File: src/rtl/pixel_pkg.sv
// Shared types and limits for the pixel stream parser.
package pixel_pkg;

  localparam int BYTE_W        = 8;
  localparam int NUM_CH_MIN    = 1;
  localparam int NUM_CH_MAX    = 4;
  localparam int DIM_BYTES_MIN = 1;
  localparam int DIM_BYTES_MAX = 3;

  typedef enum logic {
    HDR = 1'b0,
    PIX = 1'b1
  } state_e;

endpackage

File: src/rtl/pixel_pos_cnt.sv
// Column/row position tracker for one frame. Counters step once per loaded
// pixel and wrap at the frame end, so every frame starts at (0,0) without a
// separate clear. Optional x/y taps exist only with PIXEL_PARSER_COORD_EN.
module pixel_pos_cnt
  import pixel_pkg::*;
#(
  parameter int DW = 2 * BYTE_W
) (
  input  logic          clk,
  input  logic          reset,
  input  logic          adv,
  input  logic [DW-1:0] width,
  input  logic [DW-1:0] height,
  output logic          sof,
  output logic          eol,
  output logic          eof
`ifdef PIXEL_PARSER_COORD_EN
  ,
  output logic [DW-1:0] x,
  output logic [DW-1:0] y
`endif
);

  logic [DW-1:0] col;
  logic [DW-1:0] row;

  // Flags describe the pixel about to be loaded (current counter values).
  assign eol = (col == width - DW'(1));
  assign eof = eol && (row == height - DW'(1));
  assign sof = (col == '0) && (row == '0);

`ifdef PIXEL_PARSER_COORD_EN
  assign x = col;
  assign y = row;
`endif

  // Advance raster position on each loaded pixel; comparisons replace any multiply.
  always_ff @(posedge clk or negedge reset) begin
    if (!reset) begin
      col <= '0;
      row <= '0;
    end else if (adv) begin
      if (eol) begin
        col <= '0;
        row <= eof ? '0 : row + DW'(1);
      end else begin
        col <= col + DW'(1);
      end
    end
  end

endmodule

File: src/rtl/pixel_parser.sv
// Byte-stream pixel parser: a header of height/width (LS byte first) is
// followed by height*width pixels of NUM_CH bytes each. Pixels are emitted
// with sof/eol/eof framing flags one cycle after their last byte.
// Optional feature macro: PIXEL_PARSER_COORD_EN adds out_x/out_y.
module pixel_parser
  import pixel_pkg::*;
#(
  parameter  int NUM_CH    = 3,
  parameter  int DIM_BYTES = 2,
  localparam int DW        = BYTE_W * DIM_BYTES,
  localparam int PW        = BYTE_W * NUM_CH
) (
  input  logic              clk,
  input  logic              reset,
  input  logic [BYTE_W-1:0] in_data,
  input  logic              in_valid,
  output logic              in_ready,
  output logic [PW-1:0]     out_data,
  output logic              out_valid,
  input  logic              out_ready,
  output logic              out_sof,
  output logic              out_eol,
  output logic              out_eof,
  output logic [DW-1:0]     height,
  output logic [DW-1:0]     width,
  output logic              hdr_valid,
  output logic              hdr_err
`ifdef PIXEL_PARSER_COORD_EN
  ,
  output logic [DW-1:0]     out_x,
  output logic [DW-1:0]     out_y
`endif
);

  localparam int HDR_BYTES = 2 * DIM_BYTES;
  localparam int HB        = 2 * DW - BYTE_W;

  state_e          state;
  logic [2:0]      hdr_cnt;
  logic [1:0]      ch_cnt;
  logic [HB-1:0]   hdr_buf;
  logic [2*DW-1:0] hdr_next;
  logic [PW-1:0]   pix_next;
  logic            acc, hdr_last, pix_last, hdr_ok, pix_load;
  logic            p_sof, p_eol, p_eof;
`ifdef PIXEL_PARSER_COORD_EN
  logic [DW-1:0]   p_x, p_y;
`endif

  // Stall input only while a pixel is held unconsumed; independent of in_valid.
  assign in_ready = !(out_valid && !out_ready);
  assign acc      = in_valid && in_ready;

  // Header bytes shift in from the top, so the first byte ends up as LS byte.
  assign hdr_next = {in_data, hdr_buf};
  assign hdr_last = (hdr_cnt == 3'(HDR_BYTES - 1));
  assign hdr_ok   = (hdr_next[DW-1:0] != '0) && (hdr_next[2*DW-1:DW] != '0);
  assign pix_last = (ch_cnt == 2'(NUM_CH - 1));
  assign pix_load = acc && (state == PIX) && pix_last;

  // Channel bytes shift in from the bottom: first-received lands in the MS byte.
  if (NUM_CH > 1) begin : g_pix_buf
    logic [PW-BYTE_W-1:0] pix_buf;
    assign pix_next = {pix_buf, in_data};
    // Collect leading channel bytes of the current pixel.
    always_ff @(posedge clk or negedge reset) begin
      if (!reset)                      pix_buf <= '0;
      else if (acc && (state == PIX)) pix_buf <= pix_next[PW-BYTE_W-1:0];
    end
  end else begin : g_pix_direct
    assign pix_next = in_data;
  end

  pixel_pos_cnt #(.DW(DW)) u_pos (
    .clk    (clk),
    .reset  (reset),
    .adv    (pix_load),
    .width  (width),
    .height (height),
    .sof    (p_sof),
    .eol    (p_eol),
    .eof    (p_eof)
`ifdef PIXEL_PARSER_COORD_EN
    ,
    .x      (p_x),
    .y      (p_y)
`endif
  );

  // HDR/PIX sequencer with registered outputs.
  always_ff @(posedge clk or negedge reset) begin
    if (!reset) begin
      state     <= HDR;
      hdr_cnt   <= '0;
      ch_cnt    <= '0;
      hdr_buf   <= '0;
      out_data  <= '0;
      out_valid <= 1'b0;
      out_sof   <= 1'b0;
      out_eol   <= 1'b0;
      out_eof   <= 1'b0;
      height    <= '0;
      width     <= '0;
      hdr_valid <= 1'b0;
      hdr_err   <= 1'b0;
`ifdef PIXEL_PARSER_COORD_EN
      out_x     <= '0;
      out_y     <= '0;
`endif
    end else begin
      hdr_err <= 1'b0;
      if (out_valid && out_ready) out_valid <= 1'b0;
      case (state)
        HDR: if (acc) begin
          hdr_buf <= hdr_next[2*DW-1:BYTE_W];
          if (hdr_cnt == 3'd0) hdr_valid <= 1'b0;
          if (hdr_last) begin
            hdr_cnt <= '0;
            if (hdr_ok) begin
              state     <= PIX;
              hdr_valid <= 1'b1;
              height    <= hdr_next[DW-1:0];
              width     <= hdr_next[2*DW-1:DW];
            end else begin
              hdr_err   <= 1'b1;
            end
          end else begin
            hdr_cnt <= hdr_cnt + 3'd1;
          end
        end
        PIX: if (acc) begin
          if (pix_last) begin
            ch_cnt    <= '0;
            out_data  <= pix_next;
            out_valid <= 1'b1;
            out_sof   <= p_sof;
            out_eol   <= p_eol;
            out_eof   <= p_eof;
`ifdef PIXEL_PARSER_COORD_EN
            out_x     <= p_x;
            out_y     <= p_y;
`endif
            // Next byte after the frame's last pixel is already header.
            if (p_eof) state <= HDR;
          end else begin
            ch_cnt <= ch_cnt + 2'd1;
          end
        end
        default: state <= HDR;
      endcase
    end
  end

endmodule
File: config.mk
export PLATFORM = sky130hd
export DESIGN_NAME = pixel_parser
export DESIGN_NICKNAME = d
export VERILOG_FILES = /design/src/rtl/pixel_pkg.sv /design/src/rtl/pixel_pos_cnt.sv /design/src/rtl/pixel_parser.sv
export SDC_FILE = /design/constraint.sdc
export NUM_CORES = 1
export LEC_CHECK = 0
export ABC_AREA = 1
export BUFFER_PORTS_ARGS = -buffer_cell sky130_fd_sc_hd__buf_4
export CELL_PAD_IN_SITES_DETAIL_PLACEMENT = 1
export CELL_PAD_IN_SITES_GLOBAL_PLACEMENT = 1
export CORE_UTILIZATION = 30
export CTS_BUF_LIST = sky130_fd_sc_hd__clkbuf_4 sky130_fd_sc_hd__clkbuf_8
export DETAILED_ROUTE_END_ITERATION = 10
export PLACE_DENSITY = 0.59
export SETUP_SLACK_MARGIN = 0.4
export SKIP_CTS_REPAIR_TIMING = 1
export SYNTH_ARGS = -nofsm -noshare
export SYNTH_HDL_FRONTEND = slang
export SYNTH_SLANG_ARGS = --single-unit
File: constraint.sdc
create_clock -name clk -period 2 [get_ports clk]
set_input_delay 0.4 -clock clk [delete_from_list [all_inputs] [get_ports clk]]
set_output_delay 0.4 -clock clk [all_outputs]
set_load 0.01 [all_outputs]
* Word level (Yosys, flattened, before mapping)
Cells that the tools add are included.
** Word-level totals
- Register bits :: 140
- Latch bits :: 0
- Memory bits (writable) :: 0
- ROM bits :: 0
- Output and inout bits :: 63
- Logic and storage cells :: 69
- Memories kept :: 0
** Operators by class
- Add/sub/neg operators :: 6
- Multiply operators :: 0
- Divide/modulo/power cells :: 0
- Order comparisons :: 0
- Equality and inequality tests :: 4
- Shift-type cells :: 0
- Multiplexer cells :: 22
- Bitwise gates (word level) :: 1
- Reductions and logical operators :: 20
** Operator list (number)
- $add A16 B1 Y16 const B :: 2
- $eq A16 B16 Y1 :: 2
- $logic_not A16 Y1 :: 2
- $mux W16 :: 2
- $reduce_bool A16 Y1 :: 2
- $sub A16 B1 Y16 const B :: 2
- $mux W1 :: 17
- $logic_and A1 B1 Y1 :: 8
- $reduce_and A2 Y1 :: 3
- $reduce_and A4 Y1 :: 1
- $add A3 B1 Y3 const B :: 1
- $eq A3 B2 Y1 const B :: 1
- $logic_not A3 Y1 :: 1
- $mux W3 :: 1
- $reduce_and A3 Y1 :: 1
- $add A2 B1 Y2 const B :: 1
- $eq A2 B2 Y1 const B :: 1
- $logic_not A1 Y1 :: 2
- $mux W2 :: 1
- $pmux W1 S2 :: 1
- $not A1 Y1 :: 1

* Longest topological paths before layout
Gate-level depths: netlist of the first run.
- Word-level depth :: 7
- Gate-level depth with buffers :: 16
- Mapped depth without buffers :: 15

* Hierarchy
From an unflattened synthesis of the first run, not the netlist that was laid out.
** Unflattened totals
- Cells, all modules :: 1061
- Area, all modules :: 7997.7 um^2
** By module, submodules not included
- pixel_parser :: instances 1, cells each 473, area each 4369.2 um^2, seq. area each 2702.6 um^2
- pixel_pos_cnt :: instances 1, cells each 588, area each 3628.5 um^2, seq. area each 800.8 um^2

* Worst setup path after synthesis of the first run
OpenSTA, ideal clock, no wires.
- Path type :: reg-to-reg
- Start point :: register width[0]
- End point :: register u_pos.row[6]
- Library setup time :: 0.119 ns
- Data arrival time :: 1.988 ns
- Setup slack :: -0.107 ns
- Stages on the path, launching flop included :: 17
- Period minus slack after synthesis :: 2.107 ns
- Cell sequence :: dfrtp_1 > inv_1 > ha_1 > nand2_1 > nor2_1 > nand2_1 > nand2_1 > nand2_1 > nand2_1 > nand3_1 > nor2_2 > nand2_2 > nor2_8 > nand2_4 > buf_6 > nand2_1 > nand2_1
** On the way
- Longest elaborated chain between the ends :: 4
** Ends and longest elaborated chain
- from (decl) :: RTL line pixel_parser.sv:25 : output logic [DW-1:0] width,
- from (signal assigned) :: RTL line pixel_parser.sv:123 : width <= hdr_next[2*DW-1:DW];
- $sub A16 B1 Y16 * :: RTL line pixel_pos_cnt.sv:28 : assign eol = (col == width - DW'(1));
- $eq A16 B16 Y1 * :: RTL line pixel_pos_cnt.sv:28
- $logic_and A1 B1 Y1 :: RTL line pixel_pos_cnt.sv:29 : assign eof = eol && (row == height - DW'(1));
- $mux W16 :: RTL line pixel_pos_cnt.sv:45 : row <= eof ? '0 : row + DW'(1);
- to (signal assigned) :: RTL line pixel_pos_cnt.sv:45
- to (decl) :: RTL line pixel_pos_cnt.sv:25 : logic [DW-1:0] row;
Every way passes the cells marked *; elsewhere a longest branch is shown, timed or not.
A chain may end at the register's enable or synchronous reset.

* Worst setup path after layout of the first run
- Start point :: register width[1]
- End point :: register u_pos.row[1]
Same word-level chain as after synthesis.

==> impl_metrics.toml, run 1 <==
[place]
dpl.hpwl_um = 19600
gp_congestion = 0.831
post_dp_cell_area_um2 = 9570
io_buffers = 74

[logic_synthesis]
synthTopCellsByArea = "dfrtp_1, nand2_1, inv_1"
syn-num-nets = 1059
yosysSeqAreaShare = 0.453
ys_ff_latch = 140
synth_common_cells = "nand2_1, inv_1, dfrtp_1"
synth_xor_area_frac = 0.0474
yosys.area.top_type_share = 0.453
synth_fa_ha_area_frac = 0.0130
synth_most_common_cell = "nand2_1"
synth-compound-area-share = 0.0767
synth-warning-count = 0
synth_top_family_by_area = "simple AND/OR/NAND/NOR gates"
syn_area_um2 = 7730
ys_types = 34
async_flop_share = 1.00
synth.mux.area_fraction = 0.00146
synth-simple-area-share = 0.317
synth_area_per_cell_um2 = 7.44
synth_cells = 1039
synth_top_area_cell = "dfrtp_1"
synth_edf_count = 0
synthFlopType = "dfrtp_1"

[sta]
rsz0062_at_grt = "true"
hold_slack_ps = 172
setup-violations-final = 34
hold_viol = 0
worst_slew_pin_slew_ps = 506
finalCritPeriodShare = 1.07
final_max_slew_viol_count = 0
slew_headroom = 0.663
fmax_ghz = 0.468
layout_setup_ws_ps = -139
setup_tns_ps = -3190
fin_skew_ps = 25.4
finalCriticalPeriod_ps = 2140

[min_path]
min_path_cells = 3
holdCritPathClass = "in -> reg"

[cells_and_area]
area_growth_pct = 41.8
finalNetCount = 1263
postLayoutCoreUtil = 0.434
postLayoutCellArea_um2 = 11000
diodes = 0
layout-drive-gt1-share = 0.310

[worst_setup_path]
required_ps = 2350
cpLargestDelayFamily = "simple AND/OR/NAND/NOR gates"
cp-end-kind = "flip-flop"
timing.rr.start = "width[1]"
cp.depth = 14
worstReg2RegEnd = "u_pos.row[1]"
r2r_setup_slack_ps = -140
cp_cell_sequence = "inv_2, ha_4, nand3_4, nor2_4, nand2_1, nand2_1, nand3_1, nor2_1, nand2_1, nor2_4, nand3_2, buf_4, nand2_1, nand2_1"
crit_end = "u_pos.row[1]"
crit_top_cell = "nand2_1"
criticalPathCategory = "reg -> reg"
crit_arrival_ps = 2490
reg2reg_depth = 14
slowest_delay_ps = 420
path_buf_inv = 2
startpoint = "width[1]"
cp-start-kind = "flip-flop"
cp_max_fo = 4
slowest_stage = "dfrtp_1"

[floorplanning]
die_y_um = 163
fp.dieW_um = 163
start_util = 0.306
ios = 75
die-area_um2 = 26400
coreArea_um2 = 25300
row_count = 58

[status]
violations = "setup timing"
status = "finished with violations"

[routing]
routed_wl_um = 26500
first_pass_iters = 4
drtIter0Drc = 353
ant_nets = 0
drc = 0
drt-wirelength-per-cell_um = 16.7
vias = 7406
routed_via_density = 4.67

[clock_network]
clk_pin_slew_ps = 120
cts_buffers = 17
cts_buffer_depth = 2
insertion_delay_ps = 480
cts_root_buf = "clkbuf_8"
htree_levels = 4
cts_tree = "built"
clock_sinks = 140

[job]
drv_cap = 0

[power_and_ir_drop]
ir_worst_vdd_mv = 0.539
internal_power_mw = 8.71
clockPowerShare = 0.154
comb_power_share = 0.538
power_density_nw_per_um2 = 1450
switchingPower_mw = 7.23
seq_power_share = 0.308
p_leak_nw = 5.62
switching_share = 0.453

[grt]
antenna_found_initial = 0
track_usage = 0.201
grt_max_degree = 50
overflow = 0
grt_pass1_vias = 7541
grt_pass1_wl_um = 41100
[routing by layer]
layer  part of all wire  up-vias  routed length, µm  GRT usage
li1                   -     3695                  -          -
met1               0.49     3615              13000      0.289
met2               0.48       75              12600      0.317
met3              0.023       21                598     0.0298
met4              0.010        0                269     0.0433
met5                  0        -                  0          0
[metrics by stage]
step	cells	power [mW]	worst slack, ps
floorplan	1039	8.63	-12.6
global placement	1525	12.1	-153
detailed placement	1525	12.2	-223
CTS	1557	14.7	-273
global route	1586	17.2	-250
finish	1586	15.9	-139
[state kept, by name, indices dropped and copies added, names as in the netlist, 2 cells and up]
| name | cells |
|---|---|
| width | 16 |
| ch_cnt | 2 |
| u_pos.col | 16 |
| out_data | 24 |
| hdr_cnt | 3 |
| g_pix_buf.pix_buf | 16 |
| hdr_buf | 24 |
| height | 16 |
| u_pos.row | 16 |
[worst reg2reg max path, stage by stage (launching register included)]
cell and delay, ps:
dfrtp_1 420, inv_2 80, ha_4 170, nand3_4 110, nor2_4 170, nand2_1 70
nand2_1 130, nand3_1 100, nor2_1 140, nand2_1 100, nor2_4 140, nand3_2 120
buf_4 170, nand2_1 50, nand2_1 50
[cell type report]
| class | instances | area, µm² |
|---|---|---|
| clock buffers | 17 | 234 |
| clock inverters | 15 | 189 |
| fillers | 3095 | 14300 |
| inverters | 149 | 559 |
| multi-input cells | 718 | 4020 |
| flip-flops and latches | 140 | 3520 |
| well taps | 330 | 413 |
| repair buffers | 217 | 2030 |
[layout by cell type (no fill, tap or decap), drive strengths merged]
cell / synthesis / layout
nand3b: 10 / 10
inv: 149 / 156
or2: 2 / 2
nand2: 318 / 318
o21bai: 2 / 2
nor2: 91 / 91
nor4: 15 / 15
o21a: 1 / 1
ha: 8 / 8
buf: 6 / 213
clkbuf: 26 / 20
nor3: 13 / 13
clkinv: 0 / 8
nand3: 68 / 68
o21ai: 109 / 109
mux2: 1 / 1
dlygate4sd3: 0 / 1
nor3b: 1 / 1
xnor2: 8 / 8
a21oi: 5 / 5
xor2: 33 / 33
nand4: 31 / 31
dfrtp: 140 / 140
and3: 2 / 2
[how the worst min path moves through the flow]
stage | startpoint | endpoint | slack [ps]
after global placement | reset | width[10] | 390
after global routing | in_data[6] | g_pix_buf.pix_buf[6] | 170
after CTS | reset | hdr_cnt[0] | -120
after detailed placement | reset | width[10] | 390
final | in_data[2] | g_pix_buf.pix_buf[2] | 170
after floorplan | reset | ch_cnt[0] | 100
[power by group through the flow]
stage	Combinational [mW]	Sequential, mW	Clock [mW]
global placement	7.27	4.81	0
CTS	7.44	4.78	2.53
finish	8.57	4.91	2.46
detailed placement	7.40	4.82	0
global route	9.52	5.04	2.62
floorplan	3.79	4.84	0
[kinds of logic after synthesis]
kind of cell	Yosys count
AO/OA/AOI/OAI	117
XOR/XNOR	41
adder cells (fa/ha/maj)	8
buffers and inverters	181
flip-flops	140
multiplexers	1
AND/OR/NAND/NOR	551
No activity file was read; power rests on OpenSTA's default activity.
==> run 2: changes to the inputs <==
--- a/config.mk
+++ b/config.mk
@@ -5,14 +5,14 @@
 export SDC_FILE = /design/constraint.sdc
 export NUM_CORES = 1
 export LEC_CHECK = 0
-export ABC_AREA = 1
+export ABC_AREA = 0
 export BUFFER_PORTS_ARGS = -buffer_cell sky130_fd_sc_hd__buf_4
 export CELL_PAD_IN_SITES_DETAIL_PLACEMENT = 1
 export CELL_PAD_IN_SITES_GLOBAL_PLACEMENT = 1
 export CORE_UTILIZATION = 30
 export CTS_BUF_LIST = sky130_fd_sc_hd__clkbuf_4 sky130_fd_sc_hd__clkbuf_8
 export DETAILED_ROUTE_END_ITERATION = 10
-export PLACE_DENSITY = 0.59
+export PLACE_DENSITY = 0.56
 export SETUP_SLACK_MARGIN = 0.4
 export SKIP_CTS_REPAIR_TIMING = 1
 export SYNTH_ARGS = -nofsm -noshare
==> impl_metrics.toml, run 2 <==
[status]
status = "finished with violations"
violations = "setup timing"

[cells_and_area]
fillers = 2596
postLayoutCellArea_um2 = 11200
finalNetCount = 1014
reg_top3 = "hdr_buf (24), out_data (24)"
area_growth_pct = 54.7
diodes = 0
layout-drive-gt1-share = 0.487
postLayoutCoreUtil = 0.476
layout_commonest_cell = "buf_4"
final_cell_mix = "buf_4, dfrtp_1, nand2_1"

[place]
dpl.hpwl_um = 18000
gp_congestion = 0.877
io_buffers = 74
dp_slack_ps = -1120
post_dp_cell_area_um2 = 9330

[power_and_ir_drop]
internal_power_mw = 9.61
seq_power_share = 0.311
switching_share = 0.382
ir_worst_vdd_mv = 0.639
p_leak_nw = 5.16
power_density_nw_per_um2 = 1390
clockPowerShare = 0.160
comb_power_share = 0.530
fin_total_pwr_mw = 15.5
switchingPower_mw = 5.93

[clock_network]
clock_sinks = 140
cts_buffer_depth = 2
clk_pin_slew_ps = 90
cts_tree = "built"
insertion_delay_ps = 460
cts_root_buf = "clkbuf_8"
cts_buffers = 17
htree_levels = 4

[grt]
grt_pass1_vias = 6861
antenna_found_initial = 0
grt_max_degree = 48
overflow = 0
grt_pass1_wl_um = 37400
track_usage = 0.198

[worst_setup_path]
crit_arrival_ps = 3520
slowest_stage = "or4_4"
cp_cell_sequence = "or3_4, or4_4, or3b_1, a211o_1, and2_4, or4_4, and2_4, a21o_1"
cp_max_fo = 8
cp-start-kind = "flip-flop"
slowest_delay_ps = 600
cp-end-kind = "flip-flop"
required_ps = 2360
criticalPathCategory = "reg -> reg"

[logic_synthesis]
synthTopCellsByArea = "dfrtp_1, mux2_2, nand2_1"
yosysSeqAreaShare = 0.484
synth_top_area_cell = "dfrtp_1"
synthFlopType = "dfrtp_1"
ys_ff_latch = 140
syn_area_um2 = 7240
synth_edf_count = 0
syn-num-nets = 740
synth-warning-count = 0
synth_common_cells = "dfrtp_1, nand2_1, mux2_2"
synth_cells = 720
synth_area_per_cell_um2 = 10.0
ys_types = 73
async_flop_share = 1.00
synth_most_common_cell = "dfrtp_1"
yosys.area.top_type_share = 0.484

[floorplanning]
coreArea_um2 = 23500
die_y_um = 157
die-area_um2 = 24700
fp.dieW_um = 157
row_count = 56
start_util = 0.307
ios = 75

[routing]
drtIter0Drc = 269
vias = 6631
routed_via_density = 5.00
ant_nets = 0
routed_wl_um = 26600
first_pass_iters = 4
drt-wirelength-per-cell_um = 20.1
drc = 0

[job]
drv_cap = 0

[sta]
finalCritPeriodShare = 1.58
hold_slack_ps = 238
hold_viol = 0
final_max_slew_viol_count = 0
worst_slew_pin_slew_ps = 508
rsz0062_at_grt = "true"
slew_headroom = 0.662
setup-violations-final = 67
fin_skew_ps = 16.5
layout_setup_ws_ps = -1160
finalCriticalPeriod_ps = 3160
fmax_ghz = 0.316

[min_path]
holdCritPathClass = "in -> reg"
==> run 2: cell types whose count changed in the layout (fill, tap and decap cells not counted), sizes merged, moves of 16 or more <==
cell | before | now
mux2 | 1 | 74
buf | 213 | 284
nand2 | 318 | 116
nor2 | 91 | 42
o21ai | 109 | 27
nand3 | 68 | 20
inv | 156 | 36
nand4 | 31 | 15
==> run 2: through the flow <==
step,TNS [ps],cells
global placement,-33130,1235
CTS,-34470,1267
global route,-42020,1326
floorplan,-35030,720
detailed placement,-35470,1235
finish,-36570,1326
==> run 2: cell type report <==
class                      instances  area (µm²)  area share
multi-input combinational        516        4110       0.367
sequential                       140        3510       0.314
timing repair buffer             292        2660       0.238
tap                              319         399      0.0356
clock buffer                      17         234      0.0209
clock inverter                    15         175      0.0156
inverter                          27         104     0.00927
==> run 2: per-layer routing <==
metal  track usage  vias to the layer above  wire length, µm
met5             0                        -                0
met4        0.0499                        0              399
met3        0.0352                       29              590
met2         0.340                      102            13900
met1         0.256                     3397            11700
li1              -                     3103                -
==> run 2: final timing paths <==
kind                            start       endpoint  slack, ps  cells after the start
max                         height[2]  u_pos.row[14]      -1160                      8
min                        in_data[6]    out_data[6]        240                      3
max reg2reg                 height[2]  u_pos.row[14]      -1160                      8
min reg2reg                   out_eol        out_eol        480                      2
max in group asynchronous       reset      height[0]        940                      3
min in group asynchronous       reset      ch_cnt[0]        450                      2
==> run 2: power groups by stage <==
stage	clock network, mW	logic (mW)	registers (mW)
after floorplan	0	2.76	4.98
after CTS	2.52	6.52	4.70
final	2.48	8.23	4.83
after detailed placement	0	6.50	4.73
after global placement	0	6.26	4.69
after global routing	2.63	8.80	4.96
==> run 2: critical path, delay by kind of cell (launching register included) <==
kind	cells	cell delay, ps
AND/OR/NAND/NOR	6	2200
AO/OA/AOI/OAI	2	440
flip-flops	1	420
==> run 2: cell families (layout without fill, tap and decap cells) <==
logic type | after synthesis | after routing | share of synthesized area
fa+ha+maj | 8 | 8 | 0.0138
mux | 75 | 75 | 0.117
compound gates | 91 | 91 | 0.0847
flops | 140 | 140 | 0.484
xor+xnor | 43 | 43 | 0.0520
simple gates | 298 | 299 | 0.211
buf+inv | 65 | 351 | 0.0375
